--- config.mk ---
export PLATFORM = sky130hd
export DESIGN_NAME = nap_countdown
export DESIGN_NICKNAME = d
export VERILOG_FILES = /design/src/rtl/nap_countdown.sv
export SDC_FILE = /design/constraint.sdc
export NUM_CORES = 1
export LEC_CHECK = 0
export CORE_UTILIZATION = 45
export CTS_BUF_LIST = sky130_fd_sc_hd__clkbuf_8
export CTS_CLUSTER_DIAMETER = 50
export DETAILED_ROUTE_END_ITERATION = 8
export PLACE_DENSITY = 0.79
export SLEW_MARGIN = 5
export SYNTH_ARGS = -nofsm -noshare
export SYNTH_HDL_FRONTEND = slang
export SYNTH_SLANG_ARGS = --single-unit
--- constraint.sdc ---
create_clock -name clk -period 3.8 [get_ports clk]
set_input_delay 0.57 -clock clk [delete_from_list [all_inputs] [get_ports clk]]
set_output_delay 0.57 -clock clk [all_outputs]
set_load 0.01 [all_outputs]
--- src/rtl/nap_countdown.sv ---
// nap_countdown: BCD HH:MM:SS countdown timer with pause/resume and a self-clearing alarm.
module nap_countdown #(
  parameter int TICK_DIV  = 50_000_000,
  parameter int ALARM_LEN = 16,
  parameter int MAX_HOUR  = 23
) (
  input  logic        clk,
  input  logic        rst,
  input  logic        load,
  input  logic [23:0] load_time,
  input  logic        start,
  input  logic        pause,
  input  logic        alarm_ack,
  output logic [23:0] time_out,
  output logic        running,
  output logic        nonzero,
  output logic        expired,
  output logic        alarm,
  output logic        load_err
);
  localparam int PW = $clog2(TICK_DIV);
  localparam int AW = $clog2(ALARM_LEN) + 1;
  typedef enum logic [1:0] {IDLE, RUN, PAUSE, ALARM} state_t;
  state_t state, state_n;
  logic [PW-1:0] presc, presc_n;
  logic [AW-1:0] acnt, acnt_n;
  logic [23:0] time_n, dec;
  logic [7:0] hours;
  logic load_ok, tick, exp_n, err_n, run_n, alm_n;
  logic [3:0] ht, hu, mt, mu, st, su;
  logic b_s, b_m;
  assign {ht, hu, mt, mu, st, su} = time_out;
  assign nonzero = |time_out;
  assign hours = {4'd0, load_time[23:20]} * 8'd10 + {4'd0, load_time[19:16]};
  assign load_ok = load_time[23:20] <= 4'd9 && load_time[19:16] <= 4'd9 &&
                   load_time[15:12] <= 4'd5 && load_time[11:8] <= 4'd9 &&
                   load_time[7:4] <= 4'd5 && load_time[3:0] <= 4'd9 &&
                   hours <= 8'(MAX_HOUR);
  assign tick = state == RUN && presc == PW'(TICK_DIV - 1);
  // Borrow ripples only through fields that are already 00.
  assign b_s = time_out[7:0] == 8'd0;
  assign b_m = b_s && time_out[15:8] == 8'd0;
  assign dec = {
    (!b_m || hu != 4'd0) ? ht : ht - 4'd1,
    !b_m ? hu : (hu == 4'd0 ? 4'd9 : hu - 4'd1),
    (!b_s || mu != 4'd0) ? mt : (mt == 4'd0 ? 4'd5 : mt - 4'd1),
    !b_s ? mu : (mu == 4'd0 ? 4'd9 : mu - 4'd1),
    su != 4'd0 ? st : (st == 4'd0 ? 4'd5 : st - 4'd1),
    su == 4'd0 ? 4'd9 : su - 4'd1
  };
  always_ff @(posedge clk) begin
    if (rst) begin
      state    <= IDLE;
      presc    <= '0;
      acnt     <= '0;
      time_out <= '0;
      running  <= 1'b0;
      alarm    <= 1'b0;
      expired  <= 1'b0;
      load_err <= 1'b0;
    end else begin
      state    <= state_n;
      presc    <= presc_n;
      acnt     <= acnt_n;
      time_out <= time_n;
      running  <= run_n;
      alarm    <= alm_n;
      expired  <= exp_n;
      load_err <= err_n;
    end
  end
  always_comb begin
    state_n = state;
    if (load)
      state_n = load_ok ? IDLE : state;
    else if (state == ALARM)
      state_n = (alarm_ack || acnt == AW'(ALARM_LEN - 1)) ? IDLE : ALARM;
    else if (state == RUN)
      state_n = pause ? PAUSE : (tick && dec == 24'd0) ? ALARM : RUN;
    else if (start && nonzero)
      state_n = RUN;
  end
  always_comb begin
    time_n  = time_out;
    presc_n = presc;
    if (load) begin
      time_n  = load_ok ? load_time : time_out;
      presc_n = load_ok ? '0 : presc;
    end else if (state == RUN && !pause) begin
      time_n  = tick ? dec : time_out;
      presc_n = tick ? '0 : presc + PW'(1);
    end else if (state == IDLE && state_n == RUN) begin
      presc_n = '0;
    end
    acnt_n = state != ALARM ? '0 : load ? acnt : acnt + AW'(1);
    exp_n  = state == RUN && state_n == ALARM;
    err_n  = load && !load_ok;
    run_n  = state_n == RUN;
    alm_n  = state_n == ALARM;
  end
endmodule

==> results of run 1 <==
## cells in the mapped netlist, types with 14 or more instances
library cell / count
nor3_1: 23
a21oi_1: 39
o21ai_0: 34
nand3_1: 20
nor2_1: 54
inv_1: 14
nand2_1: 56
nor4_1: 15
dfxtp_1: 61
clkbuf_1: 22
## layout by cell type, fill, tap and decap left out, types with 6 or more instances in the layout
cell type / count
nor2_1: 54
nor3_1: 23
inv_1: 14
nand2_1: 56
o21ai_0: 34
a31oi_1: 12
or3_1: 9
nand4_1: 12
nor4_1: 14
a21oi_1: 39
a311oi_1: 12
and2_1: 6
clkbuf_8: 9
dfxtp_1: 61
clkdlybuf4s50_1: 57
ha_1: 12
mux2i_1: 7
nand3_1: 20
and3_1: 9
buf_4: 14
## flip-flops by register name (all words and copies together), names as in the netlist
signal / count
acnt: 5
alarm: 1
expired: 1
load_err: 1
presc: 26
running: 1
state: 2
time_out: 24
## power breakdown
part	switching, mW	internal (mW)	leakage [nW]
registers	0.00748	0.644	0.492
logic	0.123	0.102	1.15
clock network	0.296	0.305	0.0918
## kinds of logic (layout without fill, tap and decap cells)
logic type      after synthesis  after routing  share of synthesized area (%)
xor+xnor                      9              9                           2.02
simple gates                240            240                           31.8
compound gates              146            146                           24.1
mux                           7              7                           1.79
flops                        61             61                           31.2
fa+ha+maj                    14             14                           4.87
buf+inv                      41            104                           4.19
## metal layers
| metal | track usage [%] | part of all wire, % | up-vias |
|---|---|---|---|
| met4 | 9.72 | 1.9 | 0 |
| met5 | 0 | 0 | - |
| met1 | 32.5 | 43 | 1975 |
| met2 | 43.3 | 48 | 211 |
| li1 | - | - | 2048 |
| met3 | 5.66 | 7.6 | 24 |
## area by class of cell
class	count	area (sq um)
Fill cell	746	3440
Multi-Input combinational cell	416	2530
Sequential cell	61	1220
Timing Repair Buffer	74	721
Tap cell	105	131
Clock buffer	9	124
Clock inverter	7	75.1
Inverter	14	52.6
## per-stage QoR
| stage | util [%] | std cells | instance area, sq um |
|---|---|---|---|
| 2_1_floorplan | - | 518 | 3910 |
| 3_3_place_gp | 56.1 | 670 | 4660 |
| 3_5_place_dp | 56.1 | 670 | 4660 |
| 4_1_cts | 58.5 | 686 | 4850 |
| 5_1_grt | 58.5 | 686 | 4850 |
| 6_report | 58.5 | 686 | 4850 |
## path summary, 6_finish.rpt
kind                         endpoint                     start  slack, ps
max                running$_SDFF_PP0_             load_time[21]        350
min          time_out[8]$_SDFFE_PP0P_  time_out[8]$_SDFFE_PP0P_        480
max reg2reg        running$_SDFF_PP0_  time_out[0]$_SDFFE_PP0P_        890
min reg2reg  time_out[8]$_SDFFE_PP0P_  time_out[8]$_SDFFE_PP0P_        480
## worst register-to-register path: stages, from the launching register on
cell	delay [ps]
dfxtp_1	380
or4_4	600
or4_4	590
or3_4	420
o32ai_1	160
nor4b_2	350
a211oi_2	110
and2b_1	180
==> results.py, run 1 <==
metrics = {
    "cells_and_area": {
        "nNetsFinal": 620,
        "drive_above_1_share_pct": 8.26,
        "syn_to_final_growth_pct": 24.2,
        "n_antenna_cell": 0,
    },
    "logic_synthesis": {
        "synth-edff-count": 0,
        "synth_top_area_cell": "dfxtp_1",
        "synthTopCellsByArea": "dfxtp_1, nand2_1, nor2_1",
        "syn_nets": 562,
        "yosysSeqAreaShare_pct": 31.2,
        "synth_top_area_share_pct": 31.2,
        "ys.flop_type": "dfxtp_1",
        "ys_ff_latch": 61,
        "ys_types": 65,
        "synthArstFlopShare_pct": 0,
        "synth_area_sq_um": 3910,
        "yosys_warnings": 0,
        "syn_inst": 518,
        "synth.avg_cell_area_sq_um": 7.55,
    },
    "route": {
        "vias_per_cell": 6.21,
        "ant_nets": 0,
        "first_iter_violations": 259,
        "wirelength_mm": 11.3,
        "wire_per_inst_microns": 16.5,
        "drcViolationCount": 0,
        "first_pass_iters": 6,
        "vias": 4258,
    },
    "worst_setup_path": {
        "start_kind": "primary input",
        "crit_cells": 12,
        "cpMostUsedCell": "ha_1",
        "cpPeakStageDelay_ps": 450,
        "crit_arrival_ps": 3740,
        "critPathKind": "in2reg",
        "crit_fanout": 4,
        "crit_family": "adder cells",
        "slowest_stage": "fa_1",
        "rr_worst_depth": 7,
        "crit_buf_inv": 2,
        "required_ps": 4090,
        "cp-end-kind": "register",
        "crit_chain": "clkdlybuf4s50_1 > ha_1 > ha_1 > inv_1 > fa_1 > nand3b_1 > o211a_1 > nor4_1 > o211ai_1 > and2_1 > a211oi_2 > and2b_1",
    },
    "placement": {
        "dp_hpwl_mm": 7.94,
        "port_buffers": 58,
        "pre_cts_ws_ps": 35.9,
        "routabilityCongestion": 0.903,
    },
    "timing": {
        "period_share_pct": 90.7,
        "holdWs_ps": 481,
        "setup_ws_ps": 354,
        "final_period_minus_worst_setup_slack_ps": 3450,
        "worst_slew_pin_slew_ps": 727,
        "fmax_ghz": 0.290,
        "skew_ps": 10.7,
        "setup-tns-final_ps": 0,
        "drv_slew": 0,
        "setup_viol": 0,
        "hold_viol_final": 0,
        "slew_headroom_pct": 51.6,
        "rsz0062_at_grt": "no",
    },
    "clock_network": {
        "h-tree-depth": 3,
        "cts_tree": "built",
        "root_buffer": "clkbuf_8",
        "holdBufCountCts": 0,
        "clkTransAtPathRegs_ps": 70,
        "cts.repair.resized": 0,
        "cts_num_sinks": 61,
        "cts_inserted_buffers": 9,
        "cts_max_path_buffers": 2,
        "clk_latency_ps": 360,
        "post-cts-setup-buffers": 0,
    },
    "global_routing": {
        "grt_pass1_vias": 3867,
        "grt_usage_pct": 25.9,
        "grt_max_degree": 41,
        "grt_overflow": 0,
        "grt_pass1_wl_mm": 18.3,
        "antenna_found_initial": 0,
    },
    "power_and_ir_drop": {
        "p_total_mw": 1.48,
        "powerDensity_nw_per_um2": 304,
        "p_leak_nw": 1.73,
        "ir_drop_uv": 152,
    },
    "hold_path": {
        "hold_class": "reg2reg",
        "holdPathStages": 2,
    },
    "die": {
        "io_pins": 59,
        "rows": 33,
        "dieArea_sq_um": 9060,
        "dieWidth_microns": 95.2,
        "start_util_pct": 47.1,
        "die_h_microns": 95.2,
        "coreArea_sq_um": 8300,
    },
    "job": {
        "cap_violations": 0,
    },
    "outcome": {
        "status": "completed",
    },
}
Power figures use the tool's default switching activity.
==> inputs of run 2 (changes only) <==
- CELL_PAD_IN_SITES_DETAIL_PLACEMENT: default -> 1
- CELL_PAD_IN_SITES_GLOBAL_PLACEMENT: default -> 2
- CORE_UTILIZATION: 45 -> 32
- PLACE_DENSITY: 0.79 -> 0.93
==> run 2 against run 1 <==
Die area rose by 40%; core utilization fell by 17 points; final cell count rose by 6.4%; register-to-register slack barely moved; via count rose by 0.21%; clock power fell by 3.5%; wire length rose by 21%; global-route usage fell by 4.1 points; flip-flop and latch count did not move; critical path type unchanged; largest power group unchanged.
==> results.py, run 2 (synthesis results as in run 1) <==
metrics = {
    "outcome": {
        "status": "completed",
    },
    "timing": {
        "final_period_minus_worst_setup_slack_ps": 3620,
        "skew_ps": 9.73,
        "worst_slew_pin_slew_ps": 736,
        "setup_viol": 0,
        "hold_viol_final": 0,
        "period_share_pct": 95.3,
        "drv_slew": 0,
        "slew_headroom_pct": 50.9,
        "rsz0062_at_grt": "no",
        "fmax_ghz": 0.276,
        "holdWs_ps": 472,
    },
    "global_routing": {
        "grt_pass1_vias": 4246,
        "antenna_found_initial": 0,
        "grt.busiest_layer": "met2",
        "grt_overflow": 0,
        "grt_pass1_wl_mm": 21.8,
        "grt_usage_pct": 21.8,
        "met2_usage_pct": 38.0,
        "grt_use_met3_pct": 3.02,
        "grtUsageMet1_pct": 27.3,
        "grt_max_degree": 41,
    },
    "route": {
        "wire_per_inst_microns": 18.7,
        "drcViolationCount": 0,
        "vias": 4267,
        "first_iter_violations": 267,
        "first_pass_iters": 4,
        "ant_nets": 0,
        "vias_per_cell": 5.85,
        "wirelength_mm": 13.7,
    },
    "worst_setup_path": {
        "cp-end-kind": "register",
        "cpMostUsedCell": "ha_1",
        "r2r_slack_ps": 890,
        "crit_chain": "clkdlybuf4s50_1 > ha_1 > ha_1 > inv_1 > fa_1 > nand3b_1 > o211a_1 > nor4_1 > o211ai_1 > buf_4 > nor2_1 > a22oi_1 > a21oi_1",
        "slowest_stage": "fa_1",
        "required_ps": 4070,
        "crit_fanout": 6,
        "critPathKind": "in2reg",
        "crit_arrival_ps": 3890,
        "reg2reg_from": "time_out[0]$_SDFFE_PP0P_",
        "worstReg2RegEnd": "running$_SDFF_PP0_",
        "start_kind": "primary input",
        "cpPeakStageDelay_ps": 450,
        "rr_worst_depth": 7,
    },
    "die": {
        "coreArea_sq_um": 12000,
        "start_util_pct": 32.7,
        "die_h_microns": 113,
        "rows": 40,
        "io_pins": 59,
        "dieArea_sq_um": 12700,
        "dieWidth_microns": 113,
    },
    "placement": {
        "port_buffers": 58,
        "routabilityCongestion": 0.835,
        "dp_hpwl_mm": 9.84,
    },
    "cells_and_area": {
        "layout_common_cells": "dfxtp_1, clkdlybuf4s50_1, nand2_1",
        "post-route-util_pct": 41.1,
        "syn_to_final_growth_pct": 25.7,
        "layout_commonest_cell": "dfxtp_1",
        "largest_reg_flops": 26,
        "n_antenna_cell": 0,
        "largest-register": "presc",
        "reg.largest.list": "presc (26), time_out (24), acnt (5)",
        "drive_above_1_share_pct": 8.40,
        "nNetsFinal": 622,
    },
    "clock_network": {
        "root_buffer": "clkbuf_8",
        "clk_latency_ps": 340,
        "cts_tree": "built",
        "h-tree-depth": 3,
        "cts_inserted_buffers": 9,
        "cts_num_sinks": 61,
        "cts_max_path_buffers": 2,
        "clkTransAtPathRegs_ps": 70,
        "holdBufCountCts": 0,
    },
    "power_and_ir_drop": {
        "ir_drop_uv": 115,
        "p_total_mw": 1.46,
        "powerDensity_nw_per_um2": 298,
        "p_leak_nw": 1.76,
    },
    "hold_path": {
        "holdPathStages": 1,
        "whs_endpoint": "presc[25]$_SDFFE_PP0P_",
        "min-delay-start": "presc[25]$_SDFFE_PP0P_",
        "hold_class": "reg2reg",
    },
    "job": {
        "cap_violations": 0,
    },
}
[run 2: cell count changes in the layout (fill, tap and decap cells not counted), sizes merged]
| cell | before | now |
|---|---|---|
| buf | 16 | 19 |
| clkinvlp | 3 | 1 |
| inv | 15 | 16 |
[run 2: report_power, final]
group | internal [mW] | leakage [nW] | switching [mW]
Combinational | 0.103 | 1.16 | 0.131
Clock | 0.314 | 0.105 | 0.265
Sequential | 0.644 | 0.492 | 0.00761
Total | 1.06 | 1.76 | 0.404
[run 2: worst max-delay path by stage]
| stage | depth (start not counted) | from | end |
|---|---|---|---|
| finish | 13 | load_time[21] | time_out[14]$_SDFFE_PP0P_ |
| global route | 13 | load_time[21] | presc[8]$_SDFFE_PP0P_ |
| CTS | 12 | load_time[21] | running$_SDFF_PP0_ |
| detailed placement | 12 | load_time[21] | running$_SDFF_PP0_ |
| global placement | 13 | load_time[21] | time_out[14]$_SDFFE_PP0P_ |
| floorplan | 12 | load_time[21] | running$_SDFF_PP0_ |
[run 2: repair_timing]
| action | 4_1_cts | 5_1_grt |
|---|---|---|
| buffers inserted | 0 | 0 |
| gates resized for setup | 0 | 2 |
| endpoints found under the setup margin | 0 | 5 |
| endpoints found under the hold margin | 0 | 0 |
[run 2: cell type report]
cell class	instances	area, sq um
well taps	147	184
fillers	1460	7050
repair buffers	76	723
inverters	14	52.6
clock inverters	6	55.1
multi-input cells	416	2540
clock buffers	10	138
flip-flops and latches	61	1220
[run 2: critical path, delay by kind of cell]
family / cells / cell delay (ps)
AND/OR/NAND/NOR: 3 / 770
AO/OA/AOI/OAI: 4 / 800
buffers and inverters: 3 / 750
adder cells (fa/ha/maj): 3 / 990
[run 2: per-layer routing]
metal	wire (microns)	part of all wire (%)	vias to the layer above
li1	-	-	2047
met1	6280	46	2093
met2	6560	48	102
met3	559	4.1	25
met4	270	2.0	0
met5	0	0	-
[run 2: metrics by stage]
step | area (sq um) | cells | setup WS (ps) | setup TNS (ps)
global route | 4910 | 730 | 0.725 | 0
CTS | 4900 | 730 | 170 | 0
detailed placement | 4710 | 714 | -143 | -1510
global placement | 4710 | 714 | 46.7 | 0
floorplan | 3910 | 518 | 327 | 0
finish | 4910 | 730 | 179 | 0
==> inputs of run 3 (changes only) <==
- CORE_UTILIZATION: 32 -> 31
- CTS_BUF_LIST: sky130_fd_sc_hd__clkbuf_8 -> default
- PLACE_DENSITY: 0.93 -> 0.91
==> run 3 against run 2 <==
Register-to-register slack got worse by 30 ps; setup slack worse by 25 ps; sequential power about the same; first-iteration DRC count fell by 12%; highest routed layer unchanged; via count decreased by 1.1%; critical path type unchanged.
==> results.py, run 3 (synthesis results as in run 1) <==
metrics = {
    "worst_setup_path": {
        "required_ps": 3990,
        "worstReg2RegEnd": "running$_SDFF_PP0_",
        "cp-end-kind": "register",
        "r2r_slack_ps": 860,
        "crit_fanout": 6,
        "start_kind": "primary input",
        "rr_worst_depth": 7,
        "critPathKind": "in2reg",
        "crit_arrival_ps": 3840,
        "reg2reg_from": "time_out[0]$_SDFFE_PP0P_",
    },
    "clock_network": {
        "h-tree-depth": 3,
        "holdBufCountCts": 0,
        "cts_tree": "built",
        "root_buffer": "clkbuf_16",
        "cts_num_sinks": 61,
        "clkTransAtPathRegs_ps": 60,
        "cts_inserted_buffers": 9,
        "cts_max_path_buffers": 2,
        "clk_latency_ps": 330,
    },
    "die": {
        "coreArea_sq_um": 12200,
        "dieArea_sq_um": 13100,
        "start_util_pct": 32.1,
        "dieWidth_microns": 114,
        "die_h_microns": 114,
        "io_pins": 59,
        "rows": 40,
    },
    "cells_and_area": {
        "layout_commonest_cell": "dfxtp_1",
        "post-route-util_pct": 41.8,
        "fill_cells": 1489,
        "nNetsFinal": 623,
        "design_area_sq_um": 5090,
        "syn_to_final_growth_pct": 30.2,
        "largest_reg_flops": 26,
        "drive_above_1_share_pct": 9.08,
        "n_antenna_cell": 0,
        "reg.largest.list": "presc (26), time_out (24), acnt (5)",
        "layout_common_cells": "dfxtp_1, clkdlybuf4s50_1, nand2_1",
        "largest-register": "presc",
    },
    "global_routing": {
        "grt_max_degree": 40,
        "grt_usage_pct": 21.9,
        "grt_pass1_wl_mm": 22.6,
        "antenna_found_initial": 0,
        "grt_overflow": 0,
        "grt_pass1_vias": 4403,
    },
    "placement": {
        "port_buffers": 58,
        "placed_area_sq_um": 4730,
        "routabilityCongestion": 0.814,
        "dp_hpwl_mm": 9.64,
    },
    "route": {
        "ant_nets": 0,
        "wirelength_mm": 13.6,
        "first_iter_violations": 236,
        "first_pass_iters": 4,
        "drcViolationCount": 0,
        "vias_per_cell": 5.61,
        "vias": 4219,
        "wire_per_inst_microns": 18.1,
    },
    "power_and_ir_drop": {
        "ir_drop_uv": 155,
        "powerDensity_nw_per_um2": 347,
        "p_leak_nw": 1.80,
        "p_total_mw": 1.77,
    },
    "job": {
        "cap_violations": 0,
    },
    "timing": {
        "skew_ps": 8.91,
        "hold_viol_final": 0,
        "slew_headroom_pct": 49.8,
        "worst_slew_pin_slew_ps": 753,
        "holdWs_ps": 481,
        "fmax_ghz": 0.274,
        "period_share_pct": 96.0,
        "drv_slew": 0,
        "final_period_minus_worst_setup_slack_ps": 3650,
        "setup_viol": 0,
    },
    "hold_path": {
        "whs_endpoint": "presc[25]$_SDFFE_PP0P_",
        "min-delay-start": "presc[25]$_SDFFE_PP0P_",
        "hold_class": "reg2reg",
        "holdPathStages": 1,
    },
    "outcome": {
        "status": "completed",
    },
}
-- run 3: cell count changes in the layout (fill, tap and decap cells not counted), moves of 2 or more --
cell / change
inv_1: -2
clkbuf_16: +9
clkbuf_1: +3
nor4_2: +2
nor4_1: -2
clkbuf_8: -10
-- run 3: final cells by class --
cell class / count / area, sq um / area share [%]
Multi-Input combinational cell: 416 / 2560 / 50.3
Sequential cell: 61 / 1220 / 24.0
Timing Repair Buffer: 77 / 734 / 14.4
Clock buffer: 12 / 236 / 4.65
Tap cell: 168 / 210 / 4.13
Clock inverter: 4 / 72.6 / 1.43
Inverter: 14 / 52.6 / 1.03
-- run 3: what timing repair did --
action / 4_1_cts / 5_1_grt
gates resized for setup: 0 / 7
buffers inserted: 0 / 2
setup endpoints to repair: 0 / 14
-- run 3: how the worst max path moves through the flow --
stage,start,to,slack [ps],cells after the start
6_report,load_time[21],time_out[10]$_SDFFE_PP0P_,150,13
2_1_floorplan,load_time[21],running$_SDFF_PP0_,330,12
3_3_place_gp,load_time[21],running$_SDFF_PP0_,30,12
3_5_place_dp,load_time[21],time_out[16]$_SDFFE_PP0P_,-150,13
5_1_grt,load_time[21],time_out[10]$_SDFFE_PP0P_,-20,13
4_1_cts,load_time[21],time_out[16]$_SDFFE_PP0P_,160,13
-- run 3: power by group --
part	leakage [nW]	switching, mW	internal (mW)
registers	0.492	0.00780	0.645
logic	1.16	0.132	0.104
clock network	0.147	0.304	0.574
-- run 3: critical path: stages --
cell             delay, ps
clkdlybuf4s50_1        460
ha_1                   330
ha_1                   220
inv_1                   90
fa_2                   480
nand3b_1               210
o211a_1                260
nor4_2                 280
o211ai_1               190
and2_2                 310
buf_4                  170
o21ai_0                190
a21oi_1                 90
-- run 3: through the flow --
stage               worst slack [ps]  setup TNS [ps]  instances
CTS                              160               0        750
global placement                27.6               0        734
finish                           154               0        752
floorplan                        327               0        518
detailed placement              -154           -1600        734
global route                   -19.1           -19.1        752
-- run 3: per-layer routing --
metal  wire length [microns]  part of all wire [%]  up-vias  GRT usage, %
met1                    6390                    47     2063          27.9
met5                       0                     0        -             0
li1                        -                     -     2056             -
met3                     528                   3.9       17          3.34
met4                     204                   1.5        0          8.48
met2                    6480                    48       83          37.0
